$ cat src/rtl/noc_pe_inject_arb_if.sv
// ---------------------------------------------------------------------------
// noc_pe_inject_arb_if
// Bundles the requester side and the switch PE-port side of the injection
// arbiter into one interface.
//   master : the environment (PE cluster requesters + switch PE input)
//   slave  : the arbiter itself
// Signals
//   i_valid    [N_SRC]             per-requester valid
//   i_data     [N_SRC*data_width]  payload, requester k at [k*data_width +: data_width]
//   i_dest_x   [N_SRC*x_size]      destination x per requester
//   i_dest_y   [N_SRC*y_size]      destination y per requester
//   o_ready    [N_SRC]             one-hot accept strobe (combinational)
//   o_valid_pe                     flit valid to switch PE input
//   o_data_pe  [total_width]       flit {payload, dest_y, dest_x}
//   i_ready_pe                     switch PE-port ready
//   o_grant_id [ID_W]              requester whose flit sits in o_data_pe
// ---------------------------------------------------------------------------
interface noc_pe_inject_arb_if #(
  parameter int N_SRC       = 4,
  parameter int data_width  = 32,
  parameter int x_size      = 1,
  parameter int y_size      = 1,
  parameter int total_width = x_size + y_size + data_width,
  parameter int ID_W        = $clog2(N_SRC)
) ();
  logic [N_SRC-1:0]            i_valid;
  logic [N_SRC*data_width-1:0] i_data;
  logic [N_SRC*x_size-1:0]     i_dest_x;
  logic [N_SRC*y_size-1:0]     i_dest_y;
  logic [N_SRC-1:0]            o_ready;
  logic                        o_valid_pe;
  logic [total_width-1:0]      o_data_pe;
  logic                        i_ready_pe;
  logic [ID_W-1:0]             o_grant_id;

  modport master (
    output i_valid, i_data, i_dest_x, i_dest_y, i_ready_pe,
    input  o_ready, o_valid_pe, o_data_pe, o_grant_id
  );

  modport slave (
    input  i_valid, i_data, i_dest_x, i_dest_y, i_ready_pe,
    output o_ready, o_valid_pe, o_data_pe, o_grant_id
  );
endinterface

$ cat src/rtl/noc_pe_inject_arb.sv
// ---------------------------------------------------------------------------
// noc_pe_inject_arb
// Shares the single PE injection port of a mesh switch among N_SRC local
// requesters. The round-robin winner's request is packed into a flit
// {payload, dest_y, dest_x} and held in a one-entry output register until the
// switch accepts it. A new flit can be loaded in the same cycle the held one
// drains, so throughput is one flit per cycle while the switch is ready.
// Ports
//   clk  : clock, all flops on posedge
//   rst  : asynchronous active-high reset
//   bus  : noc_pe_inject_arb_if.slave (requester and PE-port handshakes)
//   o_pkt_cnt / o_stall_cnt : 32-bit saturating statistics, present only
//                             when NOC_INJ_STATS_EN is defined
// Configuration macro: NOC_INJ_STATS_EN
// ---------------------------------------------------------------------------
module noc_pe_inject_arb #(
  parameter int N_SRC       = 4,
  parameter int data_width  = 32,
  parameter int x_size      = 1,
  parameter int y_size      = 1,
  parameter int total_width = x_size + y_size + data_width,
  parameter int ID_W        = $clog2(N_SRC)
) (
  input  logic                    clk,
  input  logic                    rst,
  noc_pe_inject_arb_if.slave      bus
`ifdef NOC_INJ_STATS_EN
  ,
  output logic [31:0]             o_pkt_cnt,
  output logic [31:0]             o_stall_cnt
`endif
);

  typedef enum logic [0:0] {
    ST_EMPTY = 1'b0,
    ST_FULL  = 1'b1
  } state_t;

  state_t                 state_r;
  logic                   valid_r;
  logic [total_width-1:0] data_r;
  logic [ID_W-1:0]        grant_r;
  logic [ID_W-1:0]        ptr_r;

  logic                   load_s;
  logic                   win_found_s;
  logic [ID_W-1:0]        win_idx_s;
  logic [ID_W-1:0]        ptr_next_s;
  logic [total_width-1:0] flit_s;
  logic [N_SRC-1:0]       ready_s;

  // Requester index reached by stepping 'off' places from 'base', wrapping at N_SRC.
  function automatic logic [ID_W-1:0] rr_idx(input logic [ID_W-1:0] base, input int off);
    int sum;
    sum = int'(base) + off;
    if (sum >= N_SRC) begin
      sum = sum - N_SRC;
    end else begin
      sum = sum;
    end
    return sum[ID_W-1:0];
  endfunction

  // The buffer can take a new flit when empty or when the held flit drains
  // this cycle; nothing is granted while reset is asserted.
  assign load_s = ~rst & ((state_r == ST_EMPTY) | bus.i_ready_pe);

  // Round-robin search: first valid requester starting at the pointer.
  always_comb begin
    win_found_s = 1'b0;
    win_idx_s   = '0;
    for (int i = 0; i < N_SRC; i++) begin
      if (!win_found_s && bus.i_valid[rr_idx(ptr_r, i)]) begin
        win_found_s = 1'b1;
        win_idx_s   = rr_idx(ptr_r, i);
      end else begin
        win_found_s = win_found_s;
      end
    end
  end

  // Pack the winner's request into a flit and compute the post-grant pointer.
  always_comb begin
    flit_s = {bus.i_data[int'(win_idx_s)*data_width +: data_width],
              bus.i_dest_y[int'(win_idx_s)*y_size +: y_size],
              bus.i_dest_x[int'(win_idx_s)*x_size +: x_size]};
    if (win_idx_s == ID_W'(N_SRC - 1)) begin
      ptr_next_s = '0;
    end else begin
      ptr_next_s = win_idx_s + ID_W'(1);
    end
  end

  // One-hot accept strobe to the winning requester, only when loading.
  always_comb begin
    ready_s = '0;
    if (load_s && win_found_s) begin
      ready_s[win_idx_s] = 1'b1;
    end else begin
      ready_s = '0;
    end
  end

  // Output buffer FSM: load on grant, hold while stalled, empty when drained with no request.
  always_ff @(posedge clk or posedge rst) begin
    if (rst) begin
      state_r <= ST_EMPTY;
      valid_r <= 1'b0;
      data_r  <= '0;
      grant_r <= '0;
      ptr_r   <= '0;
    end else begin
      case (state_r)
        ST_EMPTY, ST_FULL: begin
          if (load_s && win_found_s) begin
            state_r <= ST_FULL;
            valid_r <= 1'b1;
            data_r  <= flit_s;
            grant_r <= win_idx_s;
            ptr_r   <= ptr_next_s;
          end else if (load_s) begin
            // Drained (or idle) with nobody requesting; last flit value is kept.
            state_r <= ST_EMPTY;
            valid_r <= 1'b0;
          end else begin
            // Stalled by the switch: everything holds.
            state_r <= state_r;
            valid_r <= valid_r;
          end
        end
        default: begin
          state_r <= ST_EMPTY;
          valid_r <= 1'b0;
        end
      endcase
    end
  end

  assign bus.o_ready    = ready_s;
  assign bus.o_valid_pe = valid_r;
  assign bus.o_data_pe  = data_r;
  assign bus.o_grant_id = grant_r;

`ifdef NOC_INJ_STATS_EN
  logic [31:0] pkt_cnt_r;
  logic [31:0] stall_cnt_r;

  // Saturating counts of accepted flits and of switch-stall cycles.
  always_ff @(posedge clk or posedge rst) begin
    if (rst) begin
      pkt_cnt_r   <= 32'd0;
      stall_cnt_r <= 32'd0;
    end else begin
      if (valid_r && bus.i_ready_pe && (pkt_cnt_r != 32'hFFFF_FFFF)) begin
        pkt_cnt_r <= pkt_cnt_r + 32'd1;
      end else begin
        pkt_cnt_r <= pkt_cnt_r;
      end
      if (valid_r && !bus.i_ready_pe && (stall_cnt_r != 32'hFFFF_FFFF)) begin
        stall_cnt_r <= stall_cnt_r + 32'd1;
      end else begin
        stall_cnt_r <= stall_cnt_r;
      end
    end
  end

  assign o_pkt_cnt   = pkt_cnt_r;
  assign o_stall_cnt = stall_cnt_r;
`endif

endmodule

$ cat src/flat_wrapper.sv
// flat-port wrapper written by rule: the top's interface ports become plain ports
module noc_pe_inject_arb_flat 
#(
  parameter int N_SRC       = 4,
  parameter int data_width  = 32,
  parameter int x_size      = 1,
  parameter int y_size      = 1,
  parameter int total_width = x_size + y_size + data_width,
  parameter int ID_W        = $clog2(N_SRC)
)
  (clk, rst, bus_i_valid, bus_i_data, bus_i_dest_x, bus_i_dest_y, bus_i_ready_pe, bus_o_ready, bus_o_valid_pe, bus_o_data_pe, bus_o_grant_id);
  noc_pe_inject_arb_if #(.N_SRC(N_SRC), .data_width(data_width), .x_size(x_size), .y_size(y_size), .total_width(total_width), .ID_W(ID_W)) bus_i ();
  input  logic clk;
  input  logic rst;
  input wire logic [$bits(bus_i.i_valid)-1:0] bus_i_valid;
  input wire logic [$bits(bus_i.i_data)-1:0] bus_i_data;
  input wire logic [$bits(bus_i.i_dest_x)-1:0] bus_i_dest_x;
  input wire logic [$bits(bus_i.i_dest_y)-1:0] bus_i_dest_y;
  input wire logic [$bits(bus_i.i_ready_pe)-1:0] bus_i_ready_pe;
  output wire logic [$bits(bus_i.o_ready)-1:0] bus_o_ready;
  output wire logic [$bits(bus_i.o_valid_pe)-1:0] bus_o_valid_pe;
  output wire logic [$bits(bus_i.o_data_pe)-1:0] bus_o_data_pe;
  output wire logic [$bits(bus_i.o_grant_id)-1:0] bus_o_grant_id;
  assign bus_i.i_valid = bus_i_valid;
  assign bus_i.i_data = bus_i_data;
  assign bus_i.i_dest_x = bus_i_dest_x;
  assign bus_i.i_dest_y = bus_i_dest_y;
  assign bus_i.i_ready_pe = bus_i_ready_pe;
  assign bus_o_ready = bus_i.o_ready;
  assign bus_o_valid_pe = bus_i.o_valid_pe;
  assign bus_o_data_pe = bus_i.o_data_pe;
  assign bus_o_grant_id = bus_i.o_grant_id;
  noc_pe_inject_arb #(.N_SRC(N_SRC), .data_width(data_width), .x_size(x_size), .y_size(y_size), .total_width(total_width), .ID_W(ID_W)) u_core (.clk(clk), .rst(rst), .bus(bus_i));
endmodule
$ cat config.mk
export PLATFORM = sky130hd
export DESIGN_NAME = noc_pe_inject_arb_flat
export DESIGN_NICKNAME = d
export VERILOG_FILES = /design/src/rtl/noc_pe_inject_arb_if.sv /design/src/rtl/noc_pe_inject_arb.sv /design/src/flat_wrapper.sv
export SDC_FILE = /design/constraint.sdc
export NUM_CORES = 1
export LEC_CHECK = 0
export CORE_UTILIZATION = 25
export DETAILED_ROUTE_END_ITERATION = 6
export PLACE_DENSITY = 0.62
export SLEW_MARGIN = 20
export SYNTH_ARGS = -nofsm -noshare
export SYNTH_HDL_FRONTEND = slang
export SYNTH_SLANG_ARGS = --single-unit
$ cat constraint.sdc
create_clock -name clk -period 2.2 [get_ports clk]
set_input_delay 0.55 -clock clk [delete_from_list [all_inputs] [get_ports clk]]
set_output_delay 0.55 -clock clk [all_outputs]
set_load 0.03 [all_outputs]
==> impl_metrics.ini <==
[run_status]
status = finished, violations left
failed_checks = setup timing

[layout]
final_nets = 670
final_cell_area_mm2 = 0.00537
antenna_cells = 0
n_fill_cell = 1138
multi_input_area_mm2 = 0.00177
syn_to_final_growth_pct = 82.1
drive_above_1_share_pct = 21.4
seqCellArea_um2 = 977

[sta]
fin_skew_ps = 2.23
fin_ws_ps = -270
max_freq_ghz = 0.405
relSlewSlack_pct = 70.5
finalHoldViolCount = 0
period_share_pct = 112
worst_slew_pin_slew_ps = 443
period_minus_slack_ps = 2470
setup_viol = 2
final_max_slew_viol_count = 0
rsz0062_at_grt = true

[critical_path]
critPathRequiredTime_ps = 1650
crit_fanout = 5
path_class = reg2out
critPathCaptureType = output pin
worstPathArrival_ps = 1920
start_kind = register

[logic_synthesis]
synth_top_area_cell = dfrtp_1
synth-seq-cells = 39
synth_area_mm2 = 0.00295
synth_nets = 474
avgSynthCellArea_um2 = 8.91
synthTopCellsByArea = dfrtp_1 (33%), a21oi_2 (8.9%), a22oi_1 (8.7%), o211ai_1 (8.7%), and3_1 (7.4%)
seq_area_frac_synth_pct = 33.1
ys_types = 40
ys_warn_count = 0
synth_cells = 331
synth_top_area_share_pct = 33.1

[detailed_routing]
wire_per_inst_um = 18.8
drtIter0Drc = 177
wirelength_um = 12600
wl_met3_um = 843
met2_length_um = 6320
vias = 3557
first_pass_iters = 4
ant_nets = 0
drc = 0
top_layer = met4
vias_per_cell = 5.31
met1_length_um = 5250

[floorplanning]
initial_utilization_pct = 25.7
core_mm2 = 0.0115
placementRows = 39
die_area_mm2 = 0.0122
ioPinCount = 184
die_x_um = 111
die_height_um = 111

[clocking]
cts.sinks = 39
clock_path_buffers = 2
holdBufCountCts = 0
cts_buffers = 5
htree_levels = 2
cts_root_buf = clkbuf_16
cts_tree = built
clkLatencyLatePin_ps = 280
clk_pin_slew_ps = 60

[pwr]
leakage_uw = 0.00211
p_per_area_mw_per_mm2 = 754
vdd_drop_max_mv = 0.340

[job]
drv_cap = 0

[global_routing]
grt_pass1_vias = 3799
grt_max_degree = 40
gr-total-overflow = 0
grt_util_all_layers_pct = 20.1
grt_pass1_wl_um = 19700
antenna_found_initial = 0

[hold_path]
hold_path.class = reg2reg

[place]
place_area_mm2 = 0.00504
place.gp.congestion = 0.767
place_ws_ps = -1040
dp_hpwl_um = 8650
portBuffers = 183
synth_stat cells (all sizes together):
library cell,count
mux2i,1
nor2b,2
a211oi,1
and2,1
o21a,2
a21oi,39
o21bai,1
dfrtp,39
nand2b,4
clkbuf,14
o2bb2a,1
nand3,1
and3,35
o21ai,6
or2,1
and4b,1
nor2,38
inv,4
a31oi,34
a211o,2
nor3,2
mux2,1
a22oi,34
nor3b,1
o211a,1
o31a,1
nor4,2
or4,1
buf,26
o211ai,34
a21o,1
final timing paths:
path,end,depth (start not counted),from,slack (ps)
max,bus_o_ready[1],6,u_core.ptr_r[1],-270
min,u_core.bus.o_grant_id[1],1,u_core.bus.o_grant_id[1],520
max reg2reg,u_core.bus.o_data_pe[22],9,u_core.ptr_r[1],180
min reg2reg,u_core.bus.o_grant_id[1],1,u_core.bus.o_grant_id[1],520
max in group asynchronous,u_core.ptr_r[1],4,rst,1380
min in group asynchronous,u_core.bus.o_valid_pe,4,rst,610
sequential cells by signal (all words and copies together), names as in the netlist:
signal / cells
u_core.bus.o_valid_pe: 1
u_core.ptr_r: 2
u_core.bus.o_grant_id: 2
u_core.bus.o_data_pe: 34
per-stage QoR:
stage	hold slack, ps	utilization, %	std cells	setup TNS, ps	total power (uW)
6_report	517	46.8	670	-480	4050
5_1_grt	551	46.8	670	-636	4260
4_1_cts	522	46.3	668	-672	4050
3_5_place_dp	496	44.0	654	-21540	3240
3_3_place_gp	497	44.0	654	-19990	3210
2_1_floorplan	636	-	331	-101	2250
kinds of logic after synthesis:
group / after synthesis / synth area share (%)
buffers and inverters: 44 / 9.59
AND/OR/NAND/NOR: 89 / 16.4
multiplexers: 2 / 0.721
AO/OA/AOI/OAI: 157 / 40.2
flip-flops: 39 / 33.1
worst max-delay path: stages, from the launching register on:
cell,delay [ps]
dfrtp_2,410
mux2i_1,220
nor2_1,70
or4_4,540
buf_6,140
nor3_4,110
buf_6,150
where the power goes:
part | total (uW) | switching, uW | leakage, uW | internal (uW)
sequential | 1030 | 116 | 0.000438 | 912
clock | 729 | 286 | 0.0000727 | 443
combinational | 2290 | 1230 | 0.00160 | 1060
metal layers:
layer,vias up,GRT usage (%)
met5,-,0
met4,0,5.07
met3,25,4.72
met2,159,36.0
met1,1709,24.1
li1,1664,-
layout by cell type (no fill, tap or decap), types with 2 or more instances in the layout:
master / netlist / layout
a21oi_1: 8 / 8
a21oi_2: 30 / 30
a22oi_1: 34 / 34
a31oi_1: 34 / 34
and3_1: 35 / 34
buf_12: 0 / 5
buf_2: 10 / 2
buf_4: 4 / 35
buf_6: 12 / 10
clkbuf_16: 0 / 5
clkdlybuf4s50_1: 0 / 173
dfrtp_1: 39 / 38
dlygate4sd2_1: 0 / 2
inv_1: 4 / 2
inv_2: 0 / 2
nand2b_1: 4 / 4
nor2_1: 38 / 36
nor2_4: 0 / 2
o211ai_1: 34 / 34
o21a_1: 2 / 2
o21ai_0: 4 / 4
repair_timing:
item,4_1_cts,5_1_grt
pin swaps,8,9
gates cloned,1,0
buffers inserted,6,2
gates resized for setup,34,17
endpoints found under the setup margin,42,4
area by class of cell:
type / instances / share of cell area (%)
Timing Repair Buffer: 229 / 42.5
Inverter: 4 / 0.280
Clock buffer: 6 / 2.59
Sequential cell: 39 / 18.2
Clock inverter: 1 / 0.0932
Multi-Input combinational cell: 248 / 33.0
Tap cell: 143 / 3.33
(Power assumes the default switching activity.)
